`config.mk`:
```
export PLATFORM = sky130hd
export DESIGN_NAME = seq_alu_flat
export DESIGN_NICKNAME = d
export VERILOG_FILES = /design/src/rtl/seq_alu_if.sv /design/src/rtl/seq_alu.sv /design/src/flat_wrapper.sv
export SDC_FILE = /design/constraint.sdc
export NUM_CORES = 1
export LEC_CHECK = 0
export BUFFER_PORTS_ARGS = -buffer_cell sky130_fd_sc_hd__buf_2
export CAP_MARGIN = 20
export CORE_ASPECT_RATIO = 1.4
export CORE_UTILIZATION = 26
export DETAILED_ROUTE_END_ITERATION = 10
export PLACE_DENSITY_LB_ADDON = 0.3
export SYNTH_ARGS = -nofsm -noshare
export SYNTH_HDL_FRONTEND = slang
export SYNTH_SLANG_ARGS = --single-unit
```
`constraint.sdc`:
```
create_clock -name clk -period 5.3 [get_ports clk]
set_clock_uncertainty 0.2 [all_clocks]
set_input_delay 1.06 -clock clk [delete_from_list [all_inputs] [get_ports clk]]
set_output_delay 1.06 -clock clk [all_outputs]
set_load 0.05 [all_outputs]
```
`src/rtl/seq_alu_if.sv`:
```
// Handshake bundle between operand-read, the sequential ALU and write-back.
// The master side offers ops and consumes results; the slave side is the ALU.
interface seq_alu_if #(
    parameter int WIDTH = 32
);
    logic             in_valid;
    logic             in_ready;
    logic [WIDTH-1:0] a;
    logic [WIDTH-1:0] b;
    logic [3:0]       code;
    logic             out_valid;
    logic             out_ready;
    logic [WIDTH-1:0] result;
    logic             zero;
    logic             reg_write;

    modport master (
        output in_valid, a, b, code, out_ready,
        input  in_ready, out_valid, result, zero, reg_write
    );

    modport slave (
        input  in_valid, a, b, code, out_ready,
        output in_ready, out_valid, result, zero, reg_write
    );
endinterface

```
`src/rtl/seq_alu.sv`:
```
// Multi-cycle ALU: single-cycle logic/arith/shift ops plus iterative shift-add
// MUL and restoring DIVU/REMU, one bit per cycle, with valid/ready on both sides.
module seq_alu #(
    parameter int WIDTH = 32
) (
    input  logic     clk,
    input  logic     rst_n,
    seq_alu_if.slave bus
);
    localparam int SHW = $clog2(WIDTH);
    localparam int CW  = $clog2(WIDTH);

    localparam logic [3:0] OP_AND  = 4'b0000;
    localparam logic [3:0] OP_OR   = 4'b0001;
    localparam logic [3:0] OP_ADD  = 4'b0010;
    localparam logic [3:0] OP_SLL  = 4'b0011;
    localparam logic [3:0] OP_SUB  = 4'b0100;
    localparam logic [3:0] OP_MUL  = 4'b0101;
    localparam logic [3:0] OP_DIVU = 4'b0110;
    localparam logic [3:0] OP_REMU = 4'b0111;
    localparam logic [3:0] OP_GT   = 4'b1000;
    localparam logic [3:0] OP_SRL  = 4'b1100;

    typedef enum logic [1:0] {IDLE, BUSY, DONE} state_t;

    state_t           state_reg, state_next;
    logic [3:0]       code_reg;
    logic [CW-1:0]    cnt_reg;
    logic [WIDTH-1:0] acc_reg, opa_reg, opb_reg;
    logic [WIDTH-1:0] result_reg;
    logic             zero_reg, reg_write_reg;

    logic             accept, iter_op, last_iter;
    logic [63:0]      b_wide;
    logic             shift_big;
    logic [WIDTH-1:0] sc_result;
    logic             sc_legal;
    logic [WIDTH-1:0] mul_acc_next;
    logic [WIDTH:0]   rem_shift, rem_diff;
    logic             rem_ge;
    logic [WIDTH-1:0] rem_next, quo_next, iter_result;

    assign accept    = bus.in_valid && (state_reg == IDLE);
    assign iter_op   = (bus.code == OP_MUL) || (bus.code == OP_DIVU) || (bus.code == OP_REMU);
    assign last_iter = (state_reg == BUSY) && (cnt_reg == CW'(WIDTH - 1));

    // Shift amounts use the whole of b, so anything >= WIDTH must flush to zero.
    assign b_wide    = 64'(bus.b);
    assign shift_big = b_wide >= 64'(WIDTH);

    always_comb begin
        sc_result = '0;
        sc_legal  = 1'b1;
        case (bus.code)
            OP_AND:  sc_result = bus.a & bus.b;
            OP_OR:   sc_result = bus.a | bus.b;
            OP_ADD:  sc_result = bus.a + bus.b;
            OP_SUB:  sc_result = (bus.a > bus.b) ? (bus.a - bus.b) : '0;
            OP_GT:   sc_result = {{(WIDTH-1){1'b0}}, (bus.a > bus.b)};
            OP_SLL:  sc_result = shift_big ? '0 : (bus.a << bus.b[SHW-1:0]);
            OP_SRL:  sc_result = shift_big ? '0 : (bus.a >> bus.b[SHW-1:0]);
            OP_MUL, OP_DIVU, OP_REMU: sc_result = '0;
            default: sc_legal = 1'b0;
        endcase
    end

    // acc_reg is the product accumulator for MUL and the partial remainder for
    // DIVU/REMU; opa_reg shifts the dividend out while the quotient shifts in.
    always_comb begin
        mul_acc_next = opb_reg[0] ? (acc_reg + opa_reg) : acc_reg;
        rem_shift    = {acc_reg, opa_reg[WIDTH-1]};
        rem_ge       = rem_shift >= {1'b0, opb_reg};
        rem_diff     = rem_shift - {1'b0, opb_reg};
        rem_next     = rem_ge ? rem_diff[WIDTH-1:0] : rem_shift[WIDTH-1:0];
        quo_next     = {opa_reg[WIDTH-2:0], rem_ge};
        case (code_reg)
            OP_MUL:  iter_result = mul_acc_next;
            OP_DIVU: iter_result = quo_next;
            default: iter_result = rem_next;
        endcase
    end

    always_ff @(posedge clk or negedge rst_n) begin
        if (!rst_n) begin
            state_reg <= IDLE;
        end else begin
            state_reg <= state_next;
        end
    end

    always_comb begin
        state_next = state_reg;
        case (state_reg)
            IDLE:    if (accept) state_next = iter_op ? BUSY : DONE;
            BUSY:    if (last_iter) state_next = DONE;
            DONE:    if (bus.out_ready) state_next = IDLE;
            default: state_next = IDLE;
        endcase
    end

    always_comb begin
        bus.in_ready  = (state_reg == IDLE);
        bus.out_valid = (state_reg == DONE);
    end

    always_ff @(posedge clk or negedge rst_n) begin
        if (!rst_n) begin
            code_reg      <= '0;
            cnt_reg       <= '0;
            acc_reg       <= '0;
            opa_reg       <= '0;
            opb_reg       <= '0;
            result_reg    <= '0;
            zero_reg      <= 1'b0;
            reg_write_reg <= 1'b0;
        end else if (accept) begin
            code_reg <= bus.code;
            cnt_reg  <= '0;
            if (iter_op) begin
                acc_reg <= '0;
                opa_reg <= bus.a;
                opb_reg <= bus.b;
            end else begin
                result_reg    <= sc_result;
                zero_reg      <= (sc_result == '0);
                reg_write_reg <= sc_legal;
            end
        end else if (state_reg == BUSY) begin
            cnt_reg <= cnt_reg + 1'b1;
            if (code_reg == OP_MUL) begin
                acc_reg <= mul_acc_next;
                opa_reg <= opa_reg << 1;
                opb_reg <= opb_reg >> 1;
            end else begin
                acc_reg <= rem_next;
                opa_reg <= quo_next;
            end
            if (last_iter) begin
                result_reg    <= iter_result;
                zero_reg      <= (iter_result == '0);
                reg_write_reg <= 1'b1;
            end
        end
    end

    assign bus.result    = result_reg;
    assign bus.zero      = zero_reg;
    assign bus.reg_write = reg_write_reg;
endmodule

```
`src/flat_wrapper.sv`:
```
// flat-port wrapper written by rule: the top's interface ports become plain ports
module seq_alu_flat 
#(
    parameter int WIDTH = 32
)
  (clk, rst_n, bus_in_valid, bus_a, bus_b, bus_code, bus_out_ready, bus_in_ready, bus_out_valid, bus_result, bus_zero, bus_reg_write);
  seq_alu_if #(.WIDTH(WIDTH)) bus_i ();
  input  logic clk;
  input  logic rst_n;
  input wire logic [$bits(bus_i.in_valid)-1:0] bus_in_valid;
  input wire logic [$bits(bus_i.a)-1:0] bus_a;
  input wire logic [$bits(bus_i.b)-1:0] bus_b;
  input wire logic [$bits(bus_i.code)-1:0] bus_code;
  input wire logic [$bits(bus_i.out_ready)-1:0] bus_out_ready;
  output wire logic [$bits(bus_i.in_ready)-1:0] bus_in_ready;
  output wire logic [$bits(bus_i.out_valid)-1:0] bus_out_valid;
  output wire logic [$bits(bus_i.result)-1:0] bus_result;
  output wire logic [$bits(bus_i.zero)-1:0] bus_zero;
  output wire logic [$bits(bus_i.reg_write)-1:0] bus_reg_write;
  assign bus_i.in_valid = bus_in_valid;
  assign bus_i.a = bus_a;
  assign bus_i.b = bus_b;
  assign bus_i.code = bus_code;
  assign bus_i.out_ready = bus_out_ready;
  assign bus_in_ready = bus_i.in_ready;
  assign bus_out_valid = bus_i.out_valid;
  assign bus_result = bus_i.result;
  assign bus_zero = bus_i.zero;
  assign bus_reg_write = bus_i.reg_write;
  seq_alu #(.WIDTH(WIDTH)) u_core (.clk(clk), .rst_n(rst_n), .bus(bus_i));
endmodule
```
After elaboration in Yosys (flattened, before gate mapping):

Index checks and enable logic that the tools add are counted.

* register bits after elaboration: 141
* bits of input ports: 72
* output and inout bits: 36
* logic and storage cells: 95

* add/subtract/negate cells: 5
* magnitude comparators: 3
* equality and inequality tests: 19
* shifts and indexed selects: 2
* multiplexer cells: 39
* bitwise operators: 2
* reductions and logical operators: 16

Operators by type and width (number)
* two-way mux 32 bit: 20
* case mux 32 bit (7 select lines): 1
* adder 32 bit: 2
* logical NOT 32 bit: 2
* case mux 32 bit (2 select lines): 1
* subtractor 32 bit: 2
* greater-or-equal comparator 33 x 32 -> 1 bit: 1
* AND 32 bit: 1
* greater-or-equal comparator 32 x 6 -> 1 bit (second input constant): 1
* greater-than comparator 32 bit: 1
* OR 32 bit: 1
* << shifter 32 x 5 -> 32 bit: 1
* right shift 32 x 5 -> 32 bit: 1
* == test 4 x 3 -> 1 bit (second input constant): 6
* two-way mux 1 bit: 10
* two-way mux 5 bit: 2
* OR reduction 10 bit: 1
* AND reduction 3 bit: 3
* == test 4 x 2 -> 1 bit (second input constant): 2
* == test 4 bit (second input constant): 2
* two-way mux 2 bit: 4
* inequality test 2 bit (second input constant): 3
* case mux 2 bit (3 select lines): 1
* nonzero test 2 bit: 3
* 11 further kinds: 14

Longest topological paths before layout:

Gate-level depths: netlist (run 1).

* depth after elaboration: 7
* depth in mapped cells: 19
* mapped depth without buffers: 17

Worst setup path before layout (run 1):

OpenSTA, ideal clock, no wires.

* kind: input-to-reg
* start point: input port bus_b[1]
* end point: register u_core.zero_reg (netlist: u_core.bus.zero)
* setup time: 0.065 ns
* arrival: 5.118 ns
* required time: 5.035 ns
* path slack: -0.084 ns
* stages: 19
* path buffers: 4
* cells stage by stage: buf_2 -> clkinv_1 -> clkbuf_1 -> clkbuf_1 -> fa_1 -> nand2b_2 -> a21o_4 -> o221ai_1 -> a211oi_1 -> nor3_2 -> or2_4 -> buf_6 -> a221o_1 -> nor4_2 -> nand4_1 -> nor4_2 -> nand4_1 -> nor3_2 -> a31o_1

* word-level cells in the longest chain between the ends: 6
* elaborated cells between the ends (all ways): 15
* those cells by class: add/sub (2); order compare (2); shift (2); mux (6); bitwise (2); reduce/logical (1)

RTL lines
* start, declared: line flat_wrapper.sv:12 `input wire logic [$bits(bus_i.b)-1:0] bus_b;`
* subtractor 32 bit (tied with other cells): line seq_alu.sv:58 `OP_SUB: sc_result = (bus.a > bus.b) ? (bus.a - bus.b) : '0;`
* two-way mux 32 bit, on equally long branches: line seq_alu.sv:58, seq_alu.sv:60, seq_alu.sv:61
* case mux 32 bit (7 select lines) *: line seq_alu.sv:54 `case (bus.code)`
* logical NOT 32 bit *: line seq_alu.sv:125 `zero_reg <= (sc_result == '0);`
* two-way mux 1 bit *: line seq_alu.sv:119 `if (iter_op) begin`
* two-way mux 1 bit *: line seq_alu.sv:116 `end else if (accept) begin`
* end signal, assigned: line seq_alu.sv:125
* end signal, assigned: line seq_alu.sv:140 `zero_reg <= (iter_result == '0);`
* end, declared: line seq_alu.sv:31 `logic zero_reg, reg_write_reg;`

Every way passes the cells marked *; elsewhere a longest branch is shown, timed or not. The select of a mux whose other input is x is not followed.
A chain may end at the register's enable or synchronous reset.

Final worst setup path (run 1):

* start point: input port bus_b[0]
* end point: register u_core.zero_reg (netlist: u_core.bus.zero)

Same word-level chain as after synthesis.

==> flow_summary.ini, run 1 <==
[drt]
drt_iter0_drc = 2400
vias = 23881
drtAntennaViolNets = 0
wirelength_mm = 106
via_per_inst = 5.72
drtPass1Iterations = 9
drc_errors = 0
wl_per_cell_microns = 25.4

[synth]
yosysTopAreaCell = dfrtp_1
synth_top_area_frac = 0.174
synth_most_common_cell = nand2_1
ys_async_sr_fraction = 1.00
synth_fa_ha_area_frac = 0.106
yosysWarnings = 0
yosys.area_share.simple = 0.212
syn_inst = 2785
ys_top_cells_by_area = dfrtp_1 17%, ha_1 10%, nand2_1 7.9%
ys_ff_latch = 141
avgSynthCellArea_sq_um = 7.29
synth_edf_count = 0
synth_top_family_by_area = compound AO/OA/AOI/OAI gates
ys_top_cells_by_count = 428 x nand2_1, 243 x nor2_1, 206 x a21oi_1
synth_compound_area_frac = 0.318
ys_seq_area_frac = 0.174
netlist_area_sq_mm = 0.0203
synth-xor-area-share = 0.0332
yosys.cell_types.count = 101
synth_nets = 3027
synth_ff_type = dfrtp_1
muxShareOfSynthArea = 0.0884

[clock_network]
cts_setup_buffers = 0
clk_pin_slew_ns = 0.06
holdBufCountCts = 0
clock_latency_ns = 0.46
root_buffer = clkbuf_16
cts_made_buffers = 17
cts-htree-levels = 4
cts_tree = yes
cts_sinks = 141
post_cts_resized = 0
clockBufferDepth = 2

[final_layout]
area_delta_synth_final_pct = 24.2
drive_gt1_frac = 0.217
diodes = 0
nets = 3371
final_util = 0.328
multiInputGateArea_sq_mm = 0.0155
nFillCells = 8487
fin_cells = 4177
register_area_sq_mm = 0.00353

[sta]
fin_setup_tns_ns = 0
max_freq_ghz = 0.193
fin_crit_sh = 0.978
rsz0062_at_grt = no
fin_crit_ns = 5.18
worst_pin_slew_ns = 1.01
final-max-slew-violation-count = 0
hold_ws_ns = 0.264
finalSetupViolations = 0
slew_headroom = 0.323
hold_violations = 0

[floorplan]
io_pins = 108
die_x_microns = 238
core_sq_mm = 0.0769
initial_core_util = 0.264
die_height_microns = 333
rows = 120
dieArea_sq_mm = 0.0792

[power_and_ir_drop]
p_clk_frac = 0.095
finalPower_mw = 12.6
pwr-share-comb = 0.740
p_leak_nw = 11.5
seqPwrFrac = 0.165
swShare = 0.533
p_sw_mw = 6.71
ir_drop_uv = 373
pwr_density_cell_mw_per_mm2 = 499
internal_power_mw = 5.88

[job]
max-cap-violations = 0

[global_route]
grt_pass1_vias = 23746
grtUsageTotal = 0.264
grt_pass1_wl_mm = 156
antenna_found_initial = 4
grt_overflow = 0
grt_start_max_net_pins = 86

[worst_setup_path]
crit_arrival_ns = 5.38
crit_path_max_fanout = 29
worst_ep_required_time_ns = 5.49
end_kind = flop
start_kind = primary input
crit_type = in2reg

[placement]
place.gp.congestion = 1.05
io_buffers = 107
hpwl_mm = 86.2
placed_cells = 4147

[status]
status = complete, no violations

[worst_hold_path]
hold_class = reg2reg
==> path summary, 6_finish.rpt <==
kind,startpoint,endpoint,slack [ns],cells past startpoint
worst max-delay path,bus_b[0],u_core.bus.zero$_DFFE_PN0P_,0.12,18
worst min-delay path,u_core.bus.result[14]$_DFFE_PN0P_,u_core.bus.result[14]$_DFFE_PN0P_,0.26,2
worst max register to register,u_core.opa_reg[31]$_DFFE_PN0P_,u_core.bus.zero$_DFFE_PN0P_,0.20,21
worst min register to register,u_core.bus.result[14]$_DFFE_PN0P_,u_core.bus.result[14]$_DFFE_PN0P_,0.26,2
max in group asynchronous,rst_n,u_core.acc_reg[20]$_DFFE_PN0P_,3.31,2
min in group asynchronous,rst_n,u_core.acc_reg[29]$_DFFE_PN0P_,0.45,1
==> critical path, stage by stage <==
cell	delay, ns
buf_4	0.19
buf_12	0.23
inv_1	0.26
ha_1	0.44
nor4_1	0.34
buf_4	0.19
nand4b_1	0.14
nand3_2	0.14
a21oi_2	0.06
buf_4	0.15
o21ai_0	0.15
a32oi_1	0.13
a211o_1	0.30
a2111oi_0	0.75
and4_1	0.33
nand4_1	0.15
nor3_2	0.18
a31o_1	0.17
==> kinds of logic (layout without fill, tap and decap cells) <==
kind of cell | count (synthesis) | in the layout
simple gates | 958 | 958
compound gates | 953 | 953
buf+inv | 337 | 692
fa+ha+maj | 170 | 170
mux | 149 | 149
flops | 141 | 141
xor+xnor | 77 | 77
==> layout by cell type (no fill, tap or decap), drive strengths merged, types with 60 or more instances in the layout <==
cell   synthesis  routed
dfrtp        141     141
a21oi        210     210
ha           166     166
mux2i         96      96
o21ai        199     199
inv          135     137
nor2         244     244
nand2        429     429
buf           52     525
a31oi         60      60
==> final cells by class <==
cell class,count,area share
flip-flops and latches,141,0.140
clock buffers,21,0.0187
well taps,1037,0.0515
clock inverters,9,0.00348
repair buffers,525,0.150
multi-input cells,2307,0.616
inverters,137,0.0204
==> per-stage QoR <==
| stage | setup WS, ns | area, sq um |
|---|---|---|
| global placement | -0.220 | 24600 |
| global route | 0.00765 | 25200 |
| detailed placement | -0.189 | 24600 |
| floorplan | 0.0968 | 20300 |
| finish | 0.117 | 25200 |
| CTS | 0.0245 | 25200 |
==> power by group through the flow <==
stage,Clock (mW),Combinational (mW),Sequential [mW]
3_3_place_gp,0,9.06,2.06
3_5_place_dp,0,9.03,2.07
2_1_floorplan,0,5.10,2.35
6_report,1.19,9.31,2.08
4_1_cts,1.22,9.08,2.06
5_1_grt,1.25,10.0,2.13
==> routing by layer <==
| metal | track usage | vias up | part of all wire |
|---|---|---|---|
| met4 | 0.172 | 4 | 0.073 |
| met2 | 0.458 | 1200 | 0.48 |
| li1 | - | 10963 | - |
| met3 | 0.0274 | 287 | 0.063 |
| met1 | 0.307 | 11427 | 0.38 |
| met5 | 0 | - | 0.00022 |
No activity file was read; power rests on OpenSTA's default activity.
==> run 2, diff against run 1 <==
BUFFER_PORTS_ARGS = -buffer_cell sky130_fd_sc_hd__buf_4   (was -buffer_cell sky130_fd_sc_hd__buf_2)
==> run 2 against run 1 <==
  * Combinational power shrank 5.7%
  * Core utilization fell by 0.24 points
  * Critical path type is now reg2reg
  * First-iteration DRC count shrank 12%
  * Clock power is essentially flat
  * Cell area decreased by 0.73%
  * Critical endpoint unchanged
  * Highest routed layer is now met4
  * Largest power group unchanged
  * Non-clock buffer count is 60 lower
==> flow_summary.ini, run 2 (same netlist as run 1, synthesis figures left out) <==
[status]
status = complete, no violations

[worst_setup_path]
worst-path-stages = 17
cp_num_buf_inv = 3
crit_chain = buf_4 -> ha_1 -> nand4_1 -> nor4_1 -> o32ai_1 -> buf_4 -> a21oi_1 -> a21oi_1 -> xnor2_1 -> a222oi_1 -> a21boi_0 -> nand4_1 -> nor4_2 -> buf_4 -> nand4_1 -> o31ai_2 -> a31o_1
crit_path_max_fanout = 7
max_stage_delay_ns = 0.60
crit_end = u_core.bus.zero$_DFFE_PN0P_
worst_ep_required_time_ns = 5.51
path_delay_family = compound AO/OA/AOI/OAI gates
crit_type = reg2reg
rr_endpoint = u_core.bus.zero$_DFFE_PN0P_
timing.critical_path.from = u_core.acc_reg[7]$_DFFE_PN0P_
crit_arrival_ns = 5.39
rr_worst_depth = 17
regToRegSetupSlack_ns = 0.11
end_kind = flop
crit_slowest_cell = nor4_1
rr_startpoint = u_core.acc_reg[7]$_DFFE_PN0P_
start_kind = flop

[floorplan]
die_x_microns = 238
dieArea_sq_mm = 0.0792
rows = 120
die_height_microns = 333
core_sq_mm = 0.0769
io_pins = 108
initial_core_util = 0.264

[drt]
drtAntennaViolNets = 0
drc_errors = 0
wirelength_mm = 104
wl_per_cell_microns = 25.3
via_per_inst = 5.80
drt_iter0_drc = 2122
drtPass1Iterations = 7
vias = 23876

[power_and_ir_drop]
p_clk_frac = 0.100
ir_drop_uv = 304
swShare = 0.542
seqPwrFrac = 0.177
internal_power_mw = 5.56
pwr-share-comb = 0.723
pwr_density_cell_mw_per_mm2 = 485
p_sw_mw = 6.58
finalPower_mw = 12.1
p_leak_nw = 11.3

[final_layout]
final_common_cell = buf_4
nets = 3311
area_delta_synth_final_pct = 23.3
final_area_sq_mm = 0.0250
drive_gt1_frac = 0.203
final_util = 0.325
fin_cells = 4120
final_cell_mix = 458 x buf_4, 427 x nand2_1, 241 x nor2_1

[placement]
placed_cells = 4086
io_buffers = 107
pre_cts_slack_ns = -0.435
place.gp.congestion = 1.01
hpwl_mm = 85.1
place_area_sq_mm = 0.0244

[clock_network]
cts_tree = yes
cts-htree-levels = 4
clk_pin_slew_ns = 0.08
cts_made_buffers = 17
holdBufCountCts = 0
clockBufferDepth = 2
clock_latency_ns = 0.46
cts_sinks = 141
root_buffer = clkbuf_16

[sta]
slew_headroom = 0.418
rsz0062_at_grt = yes
finalSetupViolations = 0
fin_crit_sh = 0.978
final-max-slew-violation-count = 0
max_freq_ghz = 0.193
worst_pin_slew_ns = 0.862
hold_violations = 0
setup_ws_ns = 0.115
hold_ws_ns = 0.267
fin_setup_tns_ns = 0
fin_crit_ns = 5.19

[worst_hold_path]
hold_class = reg2reg

[job]
max-cap-violations = 0

[global_route]
grt_overflow = 0
grt_pass1_vias = 23493
antenna_found_initial = 0
grt_start_max_net_pins = 75
grtUsageTotal = 0.258
grt_pass1_wl_mm = 153
-- run 2: cell type report --
class	count	area [sq um]
Inverter	137	514
Sequential cell	141	3530
Timing Repair Buffer	465	3570
Fill cell	8431	51900
Tap cell	1037	1300
Multi-Input combinational cell	2307	15500
Clock inverter	14	136
Antenna cell	1	2.50
Clock buffer	18	429
-- run 2: repair_timing --
action | in CTS | in global routing
setup buffers | 0 | 1
pin swaps | 0 | 3
setup endpoints to repair | 1 | 3
gates resized for setup | 1 | 7
-- run 2: worst min-delay path by stage --
stage / to / start / slack [ns] / cells past startpoint
final: u_core.bus.result[0]$_DFFE_PN0P_ / u_core.bus.result[0]$_DFFE_PN0P_ / 0.27 / 2
after global routing: u_core.bus.result[14]$_DFFE_PN0P_ / u_core.bus.result[14]$_DFFE_PN0P_ / 0.30 / 2
after CTS: u_core.bus.result[15]$_DFFE_PN0P_ / u_core.bus.result[15]$_DFFE_PN0P_ / 0.27 / 2
after detailed placement: u_core.bus.result[15]$_DFFE_PN0P_ / u_core.bus.result[15]$_DFFE_PN0P_ / 0.26 / 2
after global placement: u_core.bus.result[15]$_DFFE_PN0P_ / u_core.bus.result[15]$_DFFE_PN0P_ / 0.26 / 2
after floorplan: u_core.cnt_reg[2]$_DFFE_PN0P_ / u_core.cnt_reg[2]$_DFFE_PN0P_ / 0.26 / 1
-- run 2: worst reg2reg max path: cells and delay by family (launching register included) --
kind,cells,cell delay (ns)
AOI/OAI and AO/OA,7,1.90
xor gates and xnor gates,1,0.19
adders and majority gates,1,0.41
buffers and inverters,3,0.59
DFF,1,0.38
and+or+nand+nor,5,1.48
-- run 2: routing by layer --
layer  track usage  part of all wire  vias up
met5             0                 0        -
met4         0.185             0.084        0
met3        0.0251             0.057      341
met2         0.449              0.48     1177
met1         0.293              0.38    11501
li1              -                 -    10857
-- run 2: power by group through the flow --
stage | clock network [mW] | registers [mW] | logic, mW
floorplan | 0 | 2.35 | 5.10
global placement | 0 | 2.13 | 8.55
detailed placement | 0 | 2.14 | 8.54
CTS | 1.22 | 2.12 | 8.59
global route | 1.26 | 2.20 | 9.41
finish | 1.21 | 2.15 | 8.78
